$ cat src/rtl/uart_pkg.sv
// rtl/uart_pkg.sv - shared parity encodings, receiver states and baud helper
package uart_pkg;

    localparam int PAR_NONE = 0;
    localparam int PAR_ODD  = 1;
    localparam int PAR_EVEN = 2;

    typedef enum logic [2:0] {
        S_IDLE,
        S_START,
        S_DATA,
        S_PARITY,
        S_STOP
    } rx_state_t;

    function automatic int baud_cnt_max(input int clk_fre, input int baud);
        return clk_fre / baud;
    endfunction

endpackage

$ cat src/rtl/uart_rx_sync.sv
// rtl/uart_rx_sync.sv - 3-flop rx synchronizer with falling-edge detect
module uart_rx_sync (
    input  logic clk,
    input  logic rst_n,
    input  logic rx,
    output logic line,
    output logic fall_edge
);

    logic s1, s2, s3;

    always_ff @(posedge clk or negedge rst_n) begin
        if (!rst_n) begin
            s1 <= 1'b1;
            s2 <= 1'b1;
            s3 <= 1'b1;
        end else begin
            s1 <= rx;
            s2 <= s1;
            s3 <= s2;
        end
    end

    assign line      = s2;
    assign fall_edge = !s2 && s3;

endmodule

$ cat src/rtl/uart_rx_cfg.sv
// rtl/uart_rx_cfg.sv - configurable UART receiver with majority voting and error flags
module uart_rx_cfg
    import uart_pkg::*;
#(
    parameter int CLK_FRE   = 50_000_000,
    parameter int BAUD      = 9600,
    parameter int DATA_BITS = 8,
    parameter int PARITY    = 0,
    parameter int STOP_BITS = 1
) (
    input  logic                 clk,
    input  logic                 rst_n,
    input  logic                 rx,
    output logic [DATA_BITS-1:0] data,
    output logic                 data_flag,
    output logic                 parity_err,
    output logic                 frame_err,
    output logic                 busy
);

    localparam int BAUD_CNT_MAX = baud_cnt_max(CLK_FRE, BAUD);
    localparam int MID          = BAUD_CNT_MAX / 2;
    localparam int CW           = $clog2(BAUD_CNT_MAX);

    localparam logic [CW-1:0] CNT_LAST = CW'(BAUD_CNT_MAX - 1);
    localparam logic [CW-1:0] CNT_S0   = CW'(MID - 1);
    localparam logic [CW-1:0] CNT_S1   = CW'(MID);
    localparam logic [CW-1:0] CNT_RES  = CW'(MID + 1);
    localparam logic [3:0]    LAST_DATA = 4'(DATA_BITS - 1);
    localparam logic [3:0]    LAST_STOP = 4'(STOP_BITS - 1);

    if (BAUD_CNT_MAX < 8 || DATA_BITS < 5 || DATA_BITS > 9 ||
        PARITY < 0 || PARITY > 2 || STOP_BITS < 1 || STOP_BITS > 2) begin : g_param_check
        $fatal(1, "uart_rx_cfg: illegal parameter combination");
    end

    rx_state_t state, state_nxt;

    logic                 line;
    logic                 fall_edge;
    logic [CW-1:0]        baud_cnt;
    logic [1:0]           samp;
    logic [3:0]           bit_cnt;
    logic [DATA_BITS-1:0] shreg;
    logic                 par_bit;
    logic                 ferr_acc;
    logic                 maj;
    logic                 at_wrap;
    logic                 at_res;

    uart_rx_sync u_sync (
        .clk       (clk),
        .rst_n     (rst_n),
        .rx        (rx),
        .line      (line),
        .fall_edge (fall_edge)
    );

    assign at_wrap = (baud_cnt == CNT_LAST);
    assign at_res  = (baud_cnt == CNT_RES);
    // Two stored samples plus the live line value form the 3-sample vote
    assign maj     = (samp[0] & samp[1]) | (samp[0] & line) | (samp[1] & line);
    assign busy    = (state != S_IDLE);

    always_ff @(posedge clk or negedge rst_n) begin
        if (!rst_n) begin
            state <= S_IDLE;
        end else begin
            state <= state_nxt;
        end
    end

    always_comb begin
        state_nxt = state;
        case (state)
            S_IDLE: begin
                if (fall_edge) state_nxt = S_START;
            end
            S_START: begin
                if (at_res && maj) state_nxt = S_IDLE;
                else if (at_wrap)  state_nxt = S_DATA;
            end
            S_DATA: begin
                if (at_wrap && bit_cnt == LAST_DATA)
                    state_nxt = (PARITY == PAR_NONE) ? S_STOP : S_PARITY;
            end
            S_PARITY: begin
                if (at_wrap) state_nxt = S_STOP;
            end
            S_STOP: begin
                // Final stop bit completes at resolve so an adjacent start bit is not missed
                if (at_res && bit_cnt == LAST_STOP) state_nxt = S_IDLE;
            end
            default: state_nxt = S_IDLE;
        endcase
    end

    always_ff @(posedge clk or negedge rst_n) begin
        if (!rst_n) begin
            baud_cnt   <= '0;
            samp       <= 2'b00;
            bit_cnt    <= '0;
            shreg      <= '0;
            par_bit    <= 1'b0;
            ferr_acc   <= 1'b0;
            data       <= '0;
            data_flag  <= 1'b0;
            parity_err <= 1'b0;
            frame_err  <= 1'b0;
        end else begin
            data_flag <= 1'b0;

            if (state == S_IDLE || state_nxt == S_IDLE || at_wrap) baud_cnt <= '0;
            else                                                   baud_cnt <= baud_cnt + 1'b1;

            if (baud_cnt == CNT_S0) samp[0] <= line;
            if (baud_cnt == CNT_S1) samp[1] <= line;

            case (state)
                S_START: begin
                    bit_cnt  <= '0;
                    ferr_acc <= 1'b0;
                end
                S_DATA: begin
                    if (at_res) shreg <= {maj, shreg[DATA_BITS-1:1]};
                    if (at_wrap) bit_cnt <= (bit_cnt == LAST_DATA) ? 4'd0 : bit_cnt + 4'd1;
                end
                S_PARITY: begin
                    if (at_res) par_bit <= maj;
                end
                S_STOP: begin
                    if (at_res) begin
                        if (bit_cnt == LAST_STOP) begin
                            data       <= shreg;
                            data_flag  <= 1'b1;
                            frame_err  <= ferr_acc | ~maj;
                            parity_err <= (PARITY != PAR_NONE) &&
                                          ((^shreg ^ par_bit) != (PARITY == PAR_ODD));
                        end else begin
                            ferr_acc <= ferr_acc | ~maj;
                        end
                    end else if (at_wrap) begin
                        bit_cnt <= bit_cnt + 4'd1;
                    end
                end
                default: ;
            endcase
        end
    end

endmodule

$ cat config.mk
export PLATFORM = sky130hd
export DESIGN_NAME = uart_rx_cfg
export DESIGN_NICKNAME = d
export VERILOG_FILES = /design/src/rtl/uart_pkg.sv /design/src/rtl/uart_rx_sync.sv /design/src/rtl/uart_rx_cfg.sv
export SDC_FILE = /design/constraint.sdc
export NUM_CORES = 1
export LEC_CHECK = 0
export ABC_AREA = 0
export CELL_PAD_IN_SITES_DETAIL_PLACEMENT = 1
export CELL_PAD_IN_SITES_GLOBAL_PLACEMENT = 2
export CORE_MARGIN = 1.5
export CORE_UTILIZATION = 39
export CTS_CLUSTER_DIAMETER = 120
export DETAILED_ROUTE_END_ITERATION = 10
export GPL_ROUTABILITY_DRIVEN = 0
export PLACE_DENSITY_LB_ADDON = 0.1
export SLEW_MARGIN = 20
export SYNTH_ARGS = -nofsm -noshare
export SYNTH_HDL_FRONTEND = slang
export SYNTH_SLANG_ARGS = --single-unit
$ cat constraint.sdc
create_clock -name clk -period 2.4 [get_ports clk]
set_clock_uncertainty 0.05 [all_clocks]
set_input_delay 0.48 -clock clk [delete_from_list [all_inputs] [get_ports clk]]
set_output_delay 0.48 -clock clk [all_outputs]
set_load 0.05 [all_outputs]
==> results.json <==
{
  "status": "finished clean",
  "cp-end-kind": "register",
  "syn-cell-area_mm2": 0.00217,
  "via_per_inst": 5.38,
  "grt_pass1_wl_um": 8380,
  "synth_edf_count": 0,
  "hp-class": "input pin to async pin",
  "syn-mean-instance-area_um2": 11.7,
  "cts.sinks": 44,
  "synth_nets": 193,
  "synth_seq_cells": 44,
  "first_pass_iters": 4,
  "holdBufCountCts": 0,
  "cellLeakagePower_nw": 1.11,
  "antenna_cells": 0,
  "grt_util_all_layers": 0.180,
  "period_share": 0.938,
  "die_h_um": 77.6,
  "fin_tns_setup_ns": 0,
  "min_period_ns": 2.25,
  "ys_warn_count": 0,
  "drive_gt1_frac": 0.258,
  "insertion_delay_ns": 0.30,
  "dieWidth_um": 77.6,
  "antenna_left": 0,
  "worst_pin_slew_ns": 0.547,
  "start_util": 0.415,
  "io_buffer_count": 13,
  "netlist.area_leader.share": 0.472,
  "area_growth_pct": 15.3,
  "ys_seq_area_frac": 0.509,
  "grt_max_degree": 45,
  "synth-async-reset-ratio": 1.00,
  "routed_wl_um": 4660,
  "post_cts_resized": 0,
  "crit_fanout": 9,
  "cp.required_ns": 2.55,
  "rows": 26,
  "vias": 1502,
  "cts-root-buf": "clkbuf_8",
  "cts.path.max_buffers": 2,
  "start_kind": "register",
  "antenna_found_initial": 0,
  "r2r-start": "baud_cnt[7]$_DFF_PN0_",
  "grt_pass1_vias": 1641,
  "synth_ff_type": "dfrtp_1",
  "synth.area.top_cells": "dfrtp_1, mux2_2, dfstp_2, xor2_1, ha_1",
  "slew_viol_final": 0,
  "coreArea_mm2": 0.00524,
  "nets": 216,
  "fillers": 571,
  "regToRegSetupSlack_ns": 0.15,
  "fin_util": 0.478,
  "cts_buffers": 5,
  "netlist_instances": 185,
  "hpwl_um": 3300,
  "drt_iter0_markers": 99,
  "cts_setup_buffers": 0,
  "critPathKind": "register to register",
  "finalHoldViolCount": 0,
  "vdd_drop_max_mv": 0.359,
  "clkTransAtPathRegs_ns": 0.09,
  "reg2reg_depth": 4,
  "cp.arrival_ns": 2.40,
  "max_freq_ghz": 0.444,
  "post_drt_wl_per_cell_um": 16.7,
  "power_density_mw_per_mm2": 644,
  "remaining_drc_errors": 0,
  "drv_cap": 0,
  "die_area_mm2": 0.00603,
  "htreeDepth": 2,
  "yosysUniqueCellTypes": 52,
  "slew_headroom": 0.636,
  "rsz0062_at_grt": "false",
  "setup_viol": 0,
  "cts_tree": "yes",
  "synth_top_area_cell": "dfrtp_1",
  "grt-ovfl-total": 0,
  "regToRegEndpoint": "bit_cnt[2]$_DFFE_PN0P_",
  "ioPinCount": 15
}
-- report_power, final --
group          total [W]  switching, W  internal [W]
clock network   0.000497      0.000264      0.000233
registers       0.000833     0.0000458      0.000788
logic           0.000283      0.000164      0.000119
total            0.00161      0.000474       0.00114
-- layer usage --
layer  vias up  track usage  part of all wire
li1        712            -                 -
met1       760        0.247              0.47
met2        24        0.284              0.48
met3         6       0.0353             0.033
met4         0       0.0600             0.014
met5         -            0                 0
-- kinds of logic (layout without fill, tap and decap cells) --
family                   Yosys count  after routing  synth area share
adder cells (fa/ha/maj)            6              6            0.0334
AO/OA/AOI/OAI                     32             32            0.0962
flip-flops                        44             44             0.509
XOR/XNOR                          10             10            0.0403
other                              1              1           0.00173
AND/OR/NAND/NOR                   54             54             0.172
multiplexers                      20             20             0.104
buffers and inverters             18             42            0.0438
-- worst max path at each step --
stage	from	cells past startpoint	end
after floorplan	baud_cnt[7]$_DFF_PN0_	5	bit_cnt[1]$_DFFE_PN0P_
after global placement	baud_cnt[7]$_DFF_PN0_	4	bit_cnt[2]$_DFFE_PN0P_
after detailed placement	baud_cnt[7]$_DFF_PN0_	4	bit_cnt[2]$_DFFE_PN0P_
after CTS	baud_cnt[7]$_DFF_PN0_	4	bit_cnt[2]$_DFFE_PN0P_
after global routing	baud_cnt[7]$_DFF_PN0_	4	bit_cnt[2]$_DFFE_PN0P_
final	baud_cnt[7]$_DFF_PN0_	4	bit_cnt[2]$_DFFE_PN0P_
-- cell type report --
cell class	count	area [um2]	area share
inverters	10	37.5	0.0150
flip-flops and latches	44	1100	0.441
well taps	70	87.6	0.0350
clock inverters	2	15.0	0.00599
repair buffers	24	205	0.0819
clock buffers	6	82.6	0.0330
multi-input cells	123	972	0.388
-- flip-flops by register name, indices dropped and copies added, names as in the netlist --
name	flops
baud_cnt	13
data_flag	1
u_sync.s1	1
ferr_acc	1
bit_cnt	4
shreg	8
data	8
u_sync.s3	1
frame_err	1
u_sync.line	1
samp	2
state	3
-- synthesized netlist by cell type, types with 2 or more instances --
cell type	n
a211oi_1	6
a21oi_1	11
and2_1	2
and4_1	2
buf_2	2
buf_4	2
clkbuf_1	2
dfrtp_1	41
dfstp_2	3
ha_1	5
inv_1	10
mux2_2	20
nand2_1	8
nand3_1	6
nand3b_1	2
nand4_1	3
nand4bb_1	2
nor2_1	3
nor2b_1	3
nor3b_1	4
o21ai_0	4
or2_2	2
or3_1	2
or4_1	4
xnor2_1	2
xor2_1	8
-- worst max-delay path: stages, from the launching register on --
cell	delay, ns
dfrtp_1	0.42
or2_2	0.31
or4_1	0.70
or4_1	0.53
o211a_1	0.14
-- placed cells by master, fill, tap and decap left out, types with 3 or more instances in the layout --
| cell | count |
|---|---|
| nand3_1 | 6 |
| ha_1 | 5 |
| nor2_1 | 3 |
| buf_4 | 12 |
| dfstp_2 | 3 |
| nand4_1 | 3 |
| o21ai_0 | 4 |
| dfrtp_1 | 41 |
| nor2b_1 | 3 |
| clkbuf_8 | 6 |
| a21oi_1 | 11 |
| nand2_1 | 8 |
| clkdlybuf4s50_1 | 11 |
| nor3b_1 | 4 |
| or4_1 | 4 |
| a211oi_1 | 6 |
| mux2_2 | 20 |
| xor2_1 | 8 |
| inv_1 | 10 |
-- metrics by stage --
step / total power (W) / setup slack [ns] / hold WS, ns / area, um2 / std cells
floorplan: 0.00101 / 0.275 / 0.134 / 2170 / 185
global placement: 0.00112 / 0.198 / 0.307 / 2410 / 271
finish: 0.00161 / 0.150 / 0.201 / 2500 / 279
global route: 0.00170 / 0.0159 / 0.235 / 2500 / 279
detailed placement: 0.00113 / 0.149 / 0.310 / 2410 / 271
CTS: 0.00164 / 0.146 / 0.220 / 2500 / 279
No activity file was read; power rests on OpenSTA's default activity.
